### src/rtl/sram_arbiter.sv
// sram_arbiter: round-robin arbiter sharing one single-port SRAM between host loader (0), RC4 (1), Sobel (2).
// Latency: gnt is combinational in T; mem_* strobes are registered (T+1); rvalid/rdata arrive at T+1+READ_LAT.
// Backpressure: requesters hold req/we/addr/wdata until gnt; a locked owner blocks the others for up to MAX_BURST accesses.
// Ports: clk/rst/abort control; req/lock/we/addr/wdata per-port request side (port i at slice i);
//        gnt/rvalid one-hot per port, rdata shared, busy status; mem_* drive the SRAM controller.
module sram_arbiter #(
    parameter int ADDR_W    = 16,
    parameter int DATA_W    = 8,
    parameter int READ_LAT  = 2,
    parameter int MAX_BURST = 16
) (
    input  logic                clk,
    input  logic                rst,
    input  logic                abort,
    input  logic [2:0]          req,
    input  logic [2:0]          lock,
    input  logic [2:0]          we,
    input  logic [3*ADDR_W-1:0] addr,
    input  logic [3*DATA_W-1:0] wdata,
    output logic [2:0]          gnt,
    output logic [2:0]          rvalid,
    output logic [DATA_W-1:0]   rdata,
    output logic                busy,
    output logic                mem_ren,
    output logic                mem_wen,
    output logic [ADDR_W-1:0]   mem_addr,
    output logic [DATA_W-1:0]   mem_wdata,
    input  logic [DATA_W-1:0]   mem_rdata
);

    localparam int CNT_W = $clog2(MAX_BURST + 1);

    typedef enum logic [0:0] {ARB = 1'b0, OWNED = 1'b1} state_t;

    typedef struct packed {
        logic       vld;
        logic [1:0] port;
    } tag_t;

    state_t           state_q, state_d;
    logic [1:0]       ptr_q, ptr_d;
    logic [1:0]       owner_q, owner_d;
    logic [CNT_W-1:0] cnt_q, cnt_d;
    logic [CNT_W-1:0] cnt_inc;
    logic             gnt_vld;
    logic [1:0]       gnt_port;
    logic [1:0]       cand;
    tag_t             tag_q [READ_LAT];
    logic             any_tag;

    function automatic logic [1:0] inc3(input logic [1:0] p);
        return (p == 2'd2) ? 2'd0 : p + 2'd1;
    endfunction

    assign cnt_inc = cnt_q + CNT_W'(1);

    // Next-state and grant selection. rst and abort both suppress the grant
    // so nothing is accepted in a flush cycle.
    always_comb begin
        state_d  = state_q;
        ptr_d    = ptr_q;
        owner_d  = owner_q;
        cnt_d    = cnt_q;
        gnt_vld  = 1'b0;
        gnt_port = 2'd0;
        cand     = ptr_q;
        if (rst || abort) begin
            state_d = ARB;
            ptr_d   = 2'd0;
            cnt_d   = '0;
        end else begin
            case (state_q)
                ARB: begin
                    // First requester at or after ptr, wrapping mod 3.
                    for (int k = 0; k < 3; k++) begin
                        if (!gnt_vld && req[cand]) begin
                            gnt_vld  = 1'b1;
                            gnt_port = cand;
                        end
                        cand = inc3(cand);
                    end
                    if (gnt_vld) begin
                        if (lock[gnt_port] && (MAX_BURST > 1)) begin
                            state_d = OWNED;
                            owner_d = gnt_port;
                            cnt_d   = CNT_W'(1);
                        end else begin
                            ptr_d = inc3(gnt_port);
                        end
                    end
                end
                OWNED: begin
                    if (req[owner_q]) begin
                        gnt_vld  = 1'b1;
                        gnt_port = owner_q;
                        cnt_d    = cnt_inc;
                        if (!lock[owner_q] || (cnt_inc == CNT_W'(MAX_BURST))) begin
                            state_d = ARB;
                            ptr_d   = inc3(owner_q);
                            cnt_d   = '0;
                        end
                    end else begin
                        // Owner dropped its request: release, costing one idle cycle.
                        state_d = ARB;
                        ptr_d   = inc3(owner_q);
                        cnt_d   = '0;
                    end
                end
                default: state_d = ARB;
            endcase
        end
    end

    assign gnt = gnt_vld ? (3'b001 << gnt_port) : 3'b000;

    always_ff @(posedge clk) begin
        if (rst) begin
            state_q   <= ARB;
            ptr_q     <= 2'd0;
            owner_q   <= 2'd0;
            cnt_q     <= '0;
            mem_ren   <= 1'b0;
            mem_wen   <= 1'b0;
            mem_addr  <= '0;
            mem_wdata <= '0;
            rvalid    <= 3'b000;
            for (int i = 0; i < READ_LAT; i++) tag_q[i] <= '0;
        end else begin
            state_q <= state_d;
            ptr_q   <= ptr_d;
            owner_q <= owner_d;
            cnt_q   <= cnt_d;
            // gnt_vld is already low during abort, so the strobes clear too.
            mem_ren <= gnt_vld & ~we[gnt_port];
            mem_wen <= gnt_vld & we[gnt_port];
            if (gnt_vld) begin
                mem_addr  <= addr[gnt_port*ADDR_W +: ADDR_W];
                mem_wdata <= wdata[gnt_port*DATA_W +: DATA_W];
            end
            if (abort) begin
                rvalid <= 3'b000;
                for (int i = 0; i < READ_LAT; i++) tag_q[i] <= '0;
            end else begin
                // Stage 0 lines up with mem_ren; the extra rvalid register
                // lines the return up with mem_rdata.
                tag_q[0] <= '{vld: gnt_vld & ~we[gnt_port], port: gnt_port};
                for (int i = 1; i < READ_LAT; i++) tag_q[i] <= tag_q[i-1];
                rvalid <= tag_q[READ_LAT-1].vld ? (3'b001 << tag_q[READ_LAT-1].port) : 3'b000;
            end
        end
    end

    always_comb begin
        any_tag = 1'b0;
        for (int i = 0; i < READ_LAT; i++) any_tag = any_tag | tag_q[i].vld;
    end

    assign busy  = (state_q == OWNED) | any_tag | (|rvalid);
    assign rdata = (|rvalid) ? mem_rdata : '0;

endmodule

### config.mk
export PLATFORM = sky130hd
export DESIGN_NAME = sram_arbiter
export DESIGN_NICKNAME = d
export VERILOG_FILES = /design/src/rtl/sram_arbiter.sv
export SDC_FILE = /design/constraint.sdc
export NUM_CORES = 1
export LEC_CHECK = 0
export ABC_AREA = 1
export CORE_AREA = 8 8 87 89
export DETAILED_ROUTE_END_ITERATION = 8
export DIE_AREA = 0 0 95 97
export HOLD_SLACK_MARGIN = 0.08
export PLACE_DENSITY = 0.9
export SLEW_MARGIN = 20
export SYNTH_ARGS = -nofsm -noshare
export SYNTH_HDL_FRONTEND = slang
export SYNTH_SLANG_ARGS = --single-unit
### constraint.sdc
create_clock -name clk -period 4 [get_ports clk]
set_clock_uncertainty 0.05 [all_clocks]
set_input_delay 0.4 -clock clk [delete_from_list [all_inputs] [get_ports clk]]
set_output_delay 0.4 -clock clk [all_outputs]
set_load 0.05 [all_outputs]
; ---- Word-level counts from Yosys, hierarchy flattened
; Memory sizes are Yosys's and may differ from the RTL's.
; Cells that the tools add are included.
[totals]
input_bits = 92
n_memories = 1
out_inout_bits = 41
mem_bits_rw = 6
register_bits = 39
wordCells = 127
[memory_table]
columns = memory, depth, width, rd, rd_ports_with_merged_regs, wr, line
row1 = tag_q, 2, 3, 2, 0, 2, 48  ; tag_t tag_q [READ_LAT];
[op_classes]
n_reduce_logical = 13
n_addsub = 5
n_shift = 4
n_bitwise = 13
eq_ne = 9
muxes = 67
n_lt_le_gt_ge = 6
[ops]
columns = op, n
row1 = 48-bit by 7-bit variable part select with 16-bit output, 1
row2 = 1-bit 2-to-1 mux, 30
row3 = 2-bit 2-to-1 mux, 15
row4 = 24-bit by 6-bit variable part select with 8-bit output, 1
row5 = 5-bit 2-to-1 mux, 4
row6 = 2-bit by 3-bit < comparator with 1-bit output (second input constant), 6
row7 = 3-bit 2-to-1 mux, 5
row8 = 1-bit binary-select mux with 2-bit select, 7
row9 = 5-bit case mux with 2 select lines, 1
row10 = 2-bit by 1-bit adder with 2-bit output (second input constant), 4
row11 = 2-bit == test (second input constant), 4
row12 = 8-bit 2-to-1 mux, 1
row13 = 2-bit case mux with 2 select lines, 2
row14 = 1-bit OR, 7
row15 = 2-bit inequality test (second input constant), 3
row16 = 3-bit OR reduction, 2
row17 = 1-bit by 2-bit << shifter with 3-bit output (first input constant), 2
row18 = 5-bit by 1-bit adder with 5-bit output (second input constant), 1
row19 = 5-bit == test (second input constant), 1
row20 = 1-bit inverter, 4
row21 = 1-bit case mux with 2 select lines, 2
row22 = 4-bit AND reduction, 1
row23 = 1-bit logical NOT, 3
row24 = 3-bit by 2-bit inequality test with 1-bit output (second input constant), 1
row25 = other kinds (6), 9

; ---- Depth between registers and ports, before layout
; Gate-level depths: netlist of run 1.
[depth]
depth_word = 22
ltp_mapped = 14

; ---- Worst setup path before layout of run 1
; Ideal clock, no wire load.
[synth_timing]
path_type = input to output
from = input req[0]
to = output gnt[0]
path_stages = 7
arrival_ns = 2.424
t_required_ns = 3.550
slack_ns = 1.126
cell_sequence = inv_1 -> o211ai_1 -> nand2_2 -> nand2_2 -> nand2_4 -> buf_2 -> nor3_1
[synth_via]
elab_chain_cells = 19
[synth_lines]
columns = item, line
row1 = start: declaration, 15  ; input logic [2:0] req,
row2 = 1-bit binary-select mux with 2-bit select, 76  ; if (!gnt_vld && req[cand]) begin
row3 = 1-bit 2-to-1 mux (implied by the code), 76
row4 = 1-bit 2-to-1 mux, 76
row5 = 1-bit 2-to-1 mux, 72  ; case (state_q)
row6 = 1-bit 2-to-1 mux, 67  ; if (rst || abort) begin
row7 = 1-bit logical NOT, 76
row8 = 1-bit logical AND, 76
row9 = 1-bit 2-to-1 mux, 76
row10 = [3 not listed], -
row11 = 1-bit logical AND, 76
row12 = 2-bit 2-to-1 mux, 76
row13 = 2-bit 2-to-1 mux, 72
row14 = 2-bit 2-to-1 mux, 67
row15 = 2-bit case mux with 2 select lines, 72
row16 = 2-bit 2-to-1 mux, 67
row17 = 1-bit by 2-bit << shifter with 3-bit output, 114  ; assign gnt = gnt_vld ? (3'b001 << gnt_port) : 3'b000;
row18 = 3-bit 2-to-1 mux (*), 114
row19 = end: declaration, 20  ; output logic [2:0] gnt,
; Every way passes the cells marked *; elsewhere a longest branch is shown, timed or not. The select of a mux whose other input is x is not followed.

; ---- Final worst setup path of run 1
[layout_timing]
from = input req[1]
to = output gnt[0]
; Same word-level chain as after synthesis.

==> results of run 1 <==
[final timing paths]
path,from,endpoint,slack [ns]
worst min register to register,tag_q[0][4],rvalid[0],0.39
worst max register to register,ptr_q[1],tag_q[0][2],1.83
worst min-delay path,tag_q[0][4],rvalid[0],0.39
worst max-delay path,req[1],gnt[0],0.64
[critical path, delay by kind of cell]
family	cells	cell delay [ns]
AND/OR/NAND/NOR	7	0.91
buffers and inverters	2	1.46
AO/OA/AOI/OAI	1	0.15
[area by class of cell]
type                       instances  share of cell area (%)
clock buffer                       6                    1.80
clock inverter                     2                   0.837
inverter                          45                    4.19
multi-input combinational        268                    33.7
sequential                        45                    23.8
tap                               77                    2.39
timing repair buffer             135                    33.3
[flip-flops by register name, summed over array words and instances (netlist names)]
signal	flops
cnt_q	5
mem_addr	16
mem_ren	1
mem_wdata	8
mem_wen	1
owner_q	2
ptr_q	2
rvalid	3
state_q	1
tag_q	6
[layer usage]
metal / GRT usage (%) / routed length (µm) / vias up
met1: 20.1 / 3240 / 1326
met5: 0 / 0 / -
met4: 6.49 / 228 / 0
met2: 32.3 / 4360 / 150
met3: 8.58 / 1050 / 23
li1: - / - / 1473
[per-stage QoR]
stage / setup WS [ns] / hold WS [ns] / instances / power [W] / utilization (%)
after floorplan: 1.13 / 0.366 / 371 / 0.000876 / -
after global placement: 0.709 / 0.373 / 570 / 0.00108 / 63.3
after detailed placement: 0.639 / 0.381 / 570 / 0.00109 / 63.3
after CTS: 0.618 / 0.392 / 578 / 0.00143 / 65.0
after global routing: 0.501 / 0.414 / 578 / 0.00150 / 65.0
final: 0.635 / 0.389 / 578 / 0.00142 / 65.0
[placed cells by master (no fill, tap or decap)]
cell type,count
sky130_fd_sc_hd__a21oi_2,1
sky130_fd_sc_hd__inv_1,38
sky130_fd_sc_hd__nor2_8,1
sky130_fd_sc_hd__o21ai_0,17
sky130_fd_sc_hd__nand2_2,6
sky130_fd_sc_hd__nand2_1,84
sky130_fd_sc_hd__or2_2,1
sky130_fd_sc_hd__ha_1,1
sky130_fd_sc_hd__dfxtp_1,39
sky130_fd_sc_hd__o21bai_1,2
sky130_fd_sc_hd__nand4_2,1
sky130_fd_sc_hd__clkinv_1,1
sky130_fd_sc_hd__buf_4,3
sky130_fd_sc_hd__or2_1,1
sky130_fd_sc_hd__a21boi_0,5
sky130_fd_sc_hd__a31oi_1,2
sky130_fd_sc_hd__nand3_2,1
sky130_fd_sc_hd__nor3_1,5
sky130_fd_sc_hd__clkbuf_8,5
sky130_fd_sc_hd__a21boi_1,19
sky130_fd_sc_hd__conb_1,6
sky130_fd_sc_hd__nand3_1,34
sky130_fd_sc_hd__o211ai_1,1
sky130_fd_sc_hd__o2111ai_1,1
sky130_fd_sc_hd__nand4_1,3
sky130_fd_sc_hd__nor2_4,2
sky130_fd_sc_hd__o31ai_1,2
sky130_fd_sc_hd__o21ai_1,2
sky130_fd_sc_hd__xor2_1,2
sky130_fd_sc_hd__clkbuf_1,1
sky130_fd_sc_hd__clkdlybuf4s50_1,132
sky130_fd_sc_hd__nand2_4,2
sky130_fd_sc_hd__inv_2,7
sky130_fd_sc_hd__edfxtp_1,6
sky130_fd_sc_hd__a21oi_1,39
sky130_fd_sc_hd__nor2_1,27
sky130_fd_sc_hd__bufinv_16,1
[synthesized netlist by cell type (all sizes together), types with 4 or more instances]
library cell,number,area [µm²]
nand2,92,375
inv,45,169
a21oi,40,204
dfxtp,39,781
nand3,35,180
nor2,30,144
a21boi,24,180
o21ai,19,95.1
buf,11,78.8
edfxtp,6,180
nor3,5,25.0
nand4,4,31.3
[power by group]
group          total (W)  internal, W  switching, W
logic           0.000559     0.000220      0.000339
clock network   0.000332     0.000184      0.000148
registers       0.000529     0.000501     0.0000284
[kinds of logic after synthesis]
kind of cell               Yosys count
adders and majority gates            1
other                                1
and+or+nand+nor                    168
AOI/OAI and AO/OA                   91
DFF                                 45
xor gates and xnor gates             2
buffers and inverters               58
==> parameters.txt, run 1 <==
Parameter                              Value

Power and ir drop
  Worst IR drop on VDD ... 0.000226 V
  Total power divided by cell area ... 352 nW/µm²
  Leakage Power ... 1.77 nW

Floorplan
  Die extent in y ... 97 µm
  Die Wd ... 95 µm
  I/O Pins ... 133
  Starting density of the core ... 41.2%
  Num rows ... 29
  Core box area ... 6200 µm²
  Area of the die ... 9220 µm²

STA
  Setup TNS ... 0 ns
  Final max-slew violation count ... 0
  Tightest Pin Transition ... 0.812 ns
  Tcrit/Tclk final ... 84.1%
  Relative max-transition margin ... 45.5%
  Highest clock frequency the design can meet ... 0.297 GHz
  Setup repair after global routing missed its margin ... no
  Final setup violation count ... 0
  Clock period minus final worst setup slack ... 3.36 ns
  Final-report hold violation count ... 0

Routing
  Routed wire length ... 8870 µm
  Antenna-violating nets left ... 0
  Count of vias placed by the detailed router ... 2,972
  Wire length per cell after detailed routing ... 15.4 µm
  Detail-routed via count per cell ... 5.14
  Post-route DRC ... 0
  DR iter-0 viols ... 162
  TritonRoute pass-1 iters ... 6

Finish
  Cell area after layout ... 4040 µm²
  Sequential cell area ... 961 µm²
  Fraction of layout cells with a size suffix above 1 ... 6.19%
  Area growth, synth to finish ... 57.9%
  Antenna fix cells ... 0
  Net count reported at finish ... 593
  Area of combinational cells with multiple inputs ... 1360 µm²
  Fill cells ... 489

Critical path
  Setup crit end kind ... output port
  Kind of start point of the critical path ... input pin
  CP Class ... in2out
  Required time of the worst setup path ... 3.55 ns
  Critical Path, Cell by Cell ... clkdlybuf4s50_1, nand2_1, nand2_1, nand2_1, a31oi_1, nand2_2, nand2_2, nand2_4, nor3_1, clkdlybuf4s50_1
  Dominant cell type by count on the critical path ... sky130_fd_sc_hd__nand2_1
  Arrival time at the worst endpoint ... 2.91 ns
  Worst reg2reg path depth ... 11
  Top fanout value on the critical path ... 28
  Critical path's slowest cell ... sky130_fd_sc_hd__clkdlybuf4s50_1
  Largest stage delay on the critical path ... 0.88 ns

Logic synthesis
  Post-synthesis share of cell area spent on full adders, half adders and majority gates ... 0.489%
  Number of unique standard cell types used by synthesis ... 36
  Flip-flop cell with the highest count after synthesis ... sky130_fd_sc_hd__dfxtp_1
  Seq/Total Area, Yosys ... 37.6%
  Complex-gate fraction of the synthesized area ... 21.0%
  EDFF count, synth ... 6
  Synth Warn # ... 0
  Share of the synthesized netlist area taken by xor and xnor gates ... 0.685%
  Post-synthesis cell count ... 366
  Simple-gate area share of the yosys netlist ... 30.1%
  Post-Synthesis Cell Area ... 2560 µm²
  Combinational family with the most area after synthesis ... simple AND/OR/NAND/NOR gates
  Post-Synthesis Mean Instance Area ... 6.98 µm²
  Register bit total from synthesis ... 45
  Proportion of register bits with asynchronous set or reset after synthesis ... 0%
  Share of synthesized area spent on multiplexers ... 0%

CTS
  Reg clk slew, reported paths ... 0.07 ns
  Post-CTS Setup Inserts ... 0
  CTS Buf Count ... 5
  Clock sinks ... 45
  Cts repair resizes ... 0
  Number of levels in the clock H-tree ... 2
  Clock latency of the later-clocked register in the worst-skew pair ... 0.30 ns
  TritonCTS clock tree ... done
  Clock root buffer ... sky130_fd_sc_hd__clkbuf_8
  Clock Tree Buf Depth ... 2
  Cts-stage hold buffer count ... 0

Placed design
  HPWL after DPL ... 6990 µm
  Dpl cell area ... 3930 µm²
  Placer Congestion ... 0.875
  Number of buffer cells added on primary ports ... 132

Status
  Outcome ... completed

GRT
  Via count of the first global-routing pass ... 3,013
  Largest net degree at the start of global routing ... 29
  Total global routing track utilization ... 19.0%
  Global-route wire length before repair ... 14,200 µm
  Number of antenna violations at the first check in global routing ... 0
  Aggregate global routing overflow ... 0

Worst hold path
  Count of cells along the worst hold path ... 1
  Hold Path Class ... reg2reg

Flow run
  # Max-Cap Violations ... 0
No activity file was read; power rests on OpenSTA's default activity.
==> run 2, diff against run 1 <==
--- a/config.mk
+++ b/config.mk
@@ -6,11 +6,11 @@
 export NUM_CORES = 1
 export LEC_CHECK = 0
 export ABC_AREA = 1
-export CORE_AREA = 8 8 87 89
+export CORE_AREA = 8 8 89 91
 export DETAILED_ROUTE_END_ITERATION = 8
-export DIE_AREA = 0 0 95 97
+export DIE_AREA = 0 0 97 99
 export HOLD_SLACK_MARGIN = 0.08
-export PLACE_DENSITY = 0.9
+export PLACE_DENSITY = 0.86
 export SLEW_MARGIN = 20
 export SYNTH_ARGS = -nofsm -noshare
 export SYNTH_HDL_FRONTEND = slang
==> constraint.sdc (replaced) <==
create_clock -name clk -period 3.2 [get_ports clk]
set_clock_uncertainty 0.05 [all_clocks]
set_input_delay 0.32 -clock clk [delete_from_list [all_inputs] [get_ports clk]]
set_output_delay 0.32 -clock clk [all_outputs]
set_load 0.05 [all_outputs]
==> parameters.txt, run 2 (same netlist as run 1, synthesis figures left out) <==
Parameter                              Value

Routing
  Count of vias placed by the detailed router ... 2,939 (-1.1%)
  Wire length on met2 ... 4370 µm (+0.18%)
  Antenna-violating nets left ... 0 (unchanged)
  DR iter-0 viols ... 183 (+13%)
  Post-route DRC ... 0 (unchanged)
  Routed length on met1 ... 3320 µm (+2.3%)
  Detail-routed via count per cell ... 5.07 (-1.5%)
  TritonRoute pass-1 iters ... 4 (-2)
  Wire length per cell after detailed routing ... 14.9 µm (-2.8%)
  Top routing layer used ... met4
  Routed wire length ... 8660 µm (-2.4%)
  Met3 routed wirelength ... 713 µm (-32%)

Floorplan
  Num rows ... 30 (+3.4%)
  Area of the die ... 9600 µm² (+4.2%)
  Die extent in y ... 99 µm (+2.1%)
  Core box area ... 6570 µm² (+5.9%)
  Starting density of the core ... 38.9% (-2.3 points)
  Die Wd ... 97 µm (+2.1%)
  I/O Pins ... 133 (unchanged)

Placed design
  Number of buffer cells added on primary ports ... 132 (unchanged)
  Placer Congestion ... 0.867 (-0.95%)
  HPWL after DPL ... 6870 µm (-1.7%)
  DP Worst Slack ... 0.484 ns (-0.155 ns)

CTS
  CTS Buf Count ... 5 (unchanged)
  Number of levels in the clock H-tree ... 2 (unchanged)
  Cts-stage hold buffer count ... 0 (unchanged)
  Clock root buffer ... sky130_fd_sc_hd__clkbuf_8
  Clock latency of the later-clocked register in the worst-skew pair ... 0.29 ns (about the same)
  TritonCTS clock tree ... done
  Clock sinks ... 45 (unchanged)
  Cts repair resizes ... 0 (unchanged)
  Clock Tree Buf Depth ... 2 (unchanged)
  Reg clk slew, reported paths ... 0.09 ns (+0.02 ns)
  Post-CTS Setup Inserts ... 0 (unchanged)

Critical path
  Top fanout value on the critical path ... 28 (unchanged)
  Arrival time at the worst endpoint ... 2.37 ns (-0.54 ns)
  CP Class ... in2out
  Required time of the worst setup path ... 2.83 ns (-0.72 ns)
  Kind of start point of the critical path ... input pin
  Setup crit end kind ... output port
  Minimum setup slack among reg-to-reg paths ... 0.99 ns (-0.84 ns)

STA
  Final worst-path setup slack ... 0.459 ns (-0.177 ns)
  Tightest Pin Transition ... 0.820 ns (+0.00830 ns)
  Final max-slew violation count ... 0 (unchanged)
  Setup repair after global routing missed its margin ... no
  Setup TNS ... 0 ns (unchanged)
  Clock period minus final worst setup slack ... 2.74 ns
  Relative max-transition margin ... 44.9% (-0.56 points)
  Tcrit/Tclk final ... 85.7%
  Final setup violation count ... 0 (unchanged)
  Highest clock frequency the design can meet ... 0.365 GHz
  Final-report hold violation count ... 0 (unchanged)

Finish
  Largest registers ... mem_addr: 16 flops, mem_wdata: 8 flops, tag_q: 6 flops
  Area growth, synth to finish ... 57.0%
  Most common cell after layout, fill and taps aside ... sky130_fd_sc_hd__clkdlybuf4s50_1
  Number of flip-flops in the largest register ... 16 (unchanged)
  Register ranked first by flip-flop count ... mem_addr
  Commonest cells after routing, fill and taps aside ... 129 x sky130_fd_sc_hd__clkdlybuf4s50_1, 84 x sky130_fd_sc_hd__nand2_1, 39 x sky130_fd_sc_hd__a21oi_1, 39 x sky130_fd_sc_hd__dfxtp_1, 38 x sky130_fd_sc_hd__inv_1
  Antenna fix cells ... 0 (unchanged)
  Fraction of layout cells with a size suffix above 1 ... 6.80% (+0.61 points)
  Net count reported at finish ... 592 (-0.17%)

Power and ir drop
  Total power divided by cell area ... 422 nW/µm² (+20%)
  Leakage Power ... 1.77 nW (-0.24%)
  Worst IR drop on VDD ... 0.000320 V (+42%)

Worst hold path
  Hold Path Class ... reg2reg

GRT
  Via count of the first global-routing pass ... 2,979 (-1.1%)
  Aggregate global routing overflow ... 0 (unchanged)
  Largest net degree at the start of global routing ... 29 (unchanged)
  Total global routing track utilization ... 17.3% (-1.7 points)
  Global-route wire length before repair ... 13,900 µm (-1.8%)
  Number of antenna violations at the first check in global routing ... 0 (unchanged)

Flow run
  # Max-Cap Violations ... 0 (unchanged)

Status
  Outcome ... completed
[run 2: cell types whose count changed in the layout (fill, tap and decap cells not counted)]
cell,before,now
sky130_fd_sc_hd__clkdlybuf4s50_1,132,129
sky130_fd_sc_hd__clkinv_2,0,2
sky130_fd_sc_hd__buf_12,0,1
sky130_fd_sc_hd__buf_4,3,4
sky130_fd_sc_hd__bufinv_16,1,0
sky130_fd_sc_hd__clkinv_1,1,0
[run 2: final cells by class]
cell class | instances | area [µm²]
inverters | 45 | 169
well taps | 80 | 100
clock inverters | 2 | 10.0
repair buffers | 134 | 1340
flip-flops and latches | 45 | 961
multi-input cells | 268 | 1360
fillers | 564 | 2560
clock buffers | 6 | 72.6
[run 2: metal layers]
metal	up-vias	global-route usage, %
met5	-	0
met4	0	7.34
met3	20	6.30
met2	125	31.0
met1	1334	17.8
li1	1460	-
[run 2: path summary, 6_finish.rpt]
| path | from | end | depth (start not counted) |
|---|---|---|---|
| setup / recovery | req[1] | gnt[0] | 10 |
| hold / removal | tag_q[0][4] | rvalid[0] | 1 |
| setup reg to reg | ptr_q[1] | tag_q[0][2] | 11 |
| hold reg to reg | tag_q[0][4] | rvalid[0] | 1 |
[run 2: per-stage QoR]
step                      hold WS, ns  util, %  cell area [µm²]  power (W)  cells
final                           0.433     61.1             4010    0.00169    580
after detailed placement        0.405     59.8             3930    0.00137    572
after global routing            0.439     61.1             4010    0.00179    580
after global placement          0.375     59.8             3930    0.00135    572
after CTS                       0.421     61.1             4010    0.00170    580
after floorplan                 0.339        -             2570    0.00109    371
[run 2: power breakdown]
| part | internal, W | switching [W] |
|---|---|---|
| logic | 0.000277 | 0.000419 |
| clock network | 0.000152 | 0.000184 |
| registers | 0.000626 | 0.0000366 |
| total | 0.00105 | 0.000640 |
[run 2: critical path, stage by stage]
cell and delay [ns]:
sky130_fd_sc_hd__clkdlybuf4s50_1 0.57, sky130_fd_sc_hd__nand2_1 0.10, sky130_fd_sc_hd__nand2_1 0.12, sky130_fd_sc_hd__nand2_1 0.06, sky130_fd_sc_hd__a31oi_1 0.16, sky130_fd_sc_hd__nand2_2 0.12
sky130_fd_sc_hd__nand2_2 0.10, sky130_fd_sc_hd__nand2_4 0.21, sky130_fd_sc_hd__nor3_1 0.41, sky130_fd_sc_hd__buf_12 0.19
==> run 3, diff against run 2 <==
--- a/config.mk
+++ b/config.mk
@@ -6,9 +6,11 @@
 export NUM_CORES = 1
 export LEC_CHECK = 0
 export ABC_AREA = 1
-export CORE_AREA = 8 8 89 91
+export CELL_PAD_IN_SITES_DETAIL_PLACEMENT = 1
+export CELL_PAD_IN_SITES_GLOBAL_PLACEMENT = 1
+export CORE_AREA = 8 8 107 109
 export DETAILED_ROUTE_END_ITERATION = 8
-export DIE_AREA = 0 0 97 99
+export DIE_AREA = 0 0 115 117
 export HOLD_SLACK_MARGIN = 0.08
 export PLACE_DENSITY = 0.86
 export SLEW_MARGIN = 20
==> parameters.txt, run 3 (same netlist as run 1, synthesis figures left out) <==
Parameter                              Value

Status
  Outcome ... completed

CTS
  CTS Buf Count ... 5 (unchanged)
  TritonCTS clock tree ... done
  Clock Tree Buf Depth ... 2 (unchanged)
  Cts repair resizes ... 0 (unchanged)
  Cts-stage hold buffer count ... 0 (unchanged)
  Clock root buffer ... sky130_fd_sc_hd__clkbuf_8
  Reg clk slew, reported paths ... 0.09 ns (about the same)
  Clock latency of the later-clocked register in the worst-skew pair ... 0.29 ns (about the same)
  Number of levels in the clock H-tree ... 2 (unchanged)
  Post-CTS Setup Inserts ... 0 (unchanged)
  Clock sinks ... 45 (unchanged)

GRT
  Number of antenna violations at the first check in global routing ... 0 (unchanged)
  Largest net degree at the start of global routing ... 29 (unchanged)
  Via count of the first global-routing pass ... 3,183 (+6.8%)
  Aggregate global routing overflow ... 0 (unchanged)
  Global-route wire length before repair ... 15,100 µm (+8.8%)
  Total global routing track utilization ... 14.0% (-3.4 points)

Routing
  Detail-routed via count per cell ... 4.57 (-9.8%)
  TritonRoute pass-1 iters ... 4 (unchanged)
  Post-route DRC ... 0 (unchanged)
  Wire length per cell after detailed routing ... 15.3 µm (+2.2%)
  Count of vias placed by the detailed router ... 2,908 (-1.1%)
  DR iter-0 viols ... 116 (-37%)
  Routed wire length ... 9700 µm (+12%)
  Antenna-violating nets left ... 0 (unchanged)

Finish
  Commonest cells after routing, fill and taps aside ... 129 x sky130_fd_sc_hd__clkdlybuf4s50_1, 84 x sky130_fd_sc_hd__nand2_1, 39 x sky130_fd_sc_hd__a21oi_1, 39 x sky130_fd_sc_hd__dfxtp_1, 38 x sky130_fd_sc_hd__inv_1
  Net count reported at finish ... 592 (unchanged)
  Cell area after layout ... 4110 µm² (+2.5%)
  Fraction of layout cells with a size suffix above 1 ... 6.80% (unchanged)
  Most common cell after layout, fill and taps aside ... sky130_fd_sc_hd__clkdlybuf4s50_1
  Sequential cell area ... 961 µm² (unchanged)
  Number of flip-flops in the largest register ... 16 (unchanged)
  Antenna fix cells ... 0 (unchanged)
  Fill cells ... 1,263 (+120%)
  Area of combinational cells with multiple inputs ... 1360 µm² (unchanged)
  Register ranked first by flip-flop count ... mem_addr
  Largest registers ... mem_addr: 16 flops, mem_wdata: 8 flops, tag_q: 6 flops
  Area growth, synth to finish ... 60.8%

Critical path
  Arrival time at the worst endpoint ... 2.37 ns (about the same)
  Required time of the worst setup path ... 2.83 ns (about the same)
  Top fanout value on the critical path ... 28 (unchanged)
  Kind of start point of the critical path ... input pin
  Dominant cell type by count on the critical path ... sky130_fd_sc_hd__nand2_1
  Critical Path, Cell by Cell ... clkdlybuf4s50_1, inv_2, a21oi_1, o21ai_1, nand2_1, nand2_1, nor2_1, nand2_1, nand2_4, nor3_1, buf_12
  Largest stage delay on the critical path ... 0.49 ns (-0.08 ns)
  CP startpoint ... req[2]
  Critical path's slowest cell ... sky130_fd_sc_hd__clkdlybuf4s50_1
  Setup crit end kind ... output port
  CP Class ... in2out
  R2r startpoint ... ptr_q[1]

Floorplan
  Core box area ... 9910 µm² (+51%)
  Die extent in y ... 117 µm (+18%)
  Area of the die ... 13,500 µm² (+40%)
  Starting density of the core ... 25.8% (-13 points)
  I/O Pins ... 133 (unchanged)
  Num rows ... 37 (+23%)
  Die Wd ... 115 µm (+19%)

STA
  Final setup violation count ... 0 (unchanged)
  Final max-slew violation count ... 0 (unchanged)
  Highest clock frequency the design can meet ... 0.365 GHz (about the same)
  Final-report hold violation count ... 0 (unchanged)
  Tcrit/Tclk final ... 85.7% (about the same)
  Setup TNS ... 0 ns (unchanged)
  Clock period minus final worst setup slack ... 2.74 ns (+0.00134 ns)
  Setup repair after global routing missed its margin ... no
  Relative max-transition margin ... 42.7% (-2.2 points)
  Tightest Pin Transition ... 0.853 ns (+0.0330 ns)

Power and ir drop
  Total power divided by cell area ... 440 nW/µm² (+4.1%)
  Leakage Power ... 1.78 nW (+0.59%)
  Worst IR drop on VDD ... 0.000252 V (-21%)

Placed design
  HPWL after DPL ... 7870 µm (+15%)
  Placer Congestion ... 0.806 (-7.1%)
  Dpl cell area ... 4000 µm² (+1.8%)
  Number of buffer cells added on primary ports ... 132 (unchanged)

Flow run
  # Max-Cap Violations ... 0 (unchanged)

Worst hold path
  Hold Path Class ... reg2reg
  Startpoint of the tightest hold check path ... tag_q[0][4]
[run 3: final timing paths]
check / cells after the start / slack (ns) / to
max reg2reg: 11 / 0.93 / tag_q[0][2]
min: 1 / 0.40 / rvalid[0]
max: 11 / 0.46 / gnt[0]
min reg2reg: 1 / 0.40 / rvalid[0]
[run 3: final cells by class]
| type | instances | share of cell area (%) |
|---|---|---|
| Clock inverter | 2 | 0.943 |
| Inverter | 45 | 4.11 |
| Tap cell | 136 | 4.14 |
| Sequential cell | 45 | 23.4 |
| Multi-Input combinational cell | 268 | 33.0 |
| Clock buffer | 6 | 1.77 |
| Timing Repair Buffer | 134 | 32.6 |
[run 3: routing by layer]
layer	part of all wire (%)	track usage (%)	vias to the layer above
li1	-	-	1461
met1	40	14.3	1345
met2	52	26.1	85
met3	6.4	4.93	17
met4	2.2	4.29	0
met5	0	0	-
[run 3: power by group]
group | total, W | internal [W] | switching (W)
clock | 0.000436 | 0.000235 | 0.000202
sequential | 0.000663 | 0.000626 | 0.0000378
combinational | 0.000707 | 0.000277 | 0.000430
[run 3: stage by stage]
step | util, % | hold WS, ns | std cells | total power [W] | setup slack (ns)
4_1_cts | 41.5 | 0.405 | 636 | 0.00182 | 0.466
3_3_place_gp | 40.4 | 0.384 | 628 | 0.00137 | 0.533
2_1_floorplan | - | 0.339 | 371 | 0.00109 | 0.486
3_5_place_dp | 40.4 | 0.402 | 628 | 0.00138 | 0.474
6_report | 41.5 | 0.396 | 636 | 0.00181 | 0.457
5_1_grt | 41.5 | 0.413 | 636 | 0.00191 | 0.316
[run 3: critical path: cells and delay by family]
| kind | cells | cell delay, ns |
|---|---|---|
| buffers and inverters | 3 | 0.80 |
| AO/OA/AOI/OAI | 2 | 0.15 |
| AND/OR/NAND/NOR | 6 | 1.09 |
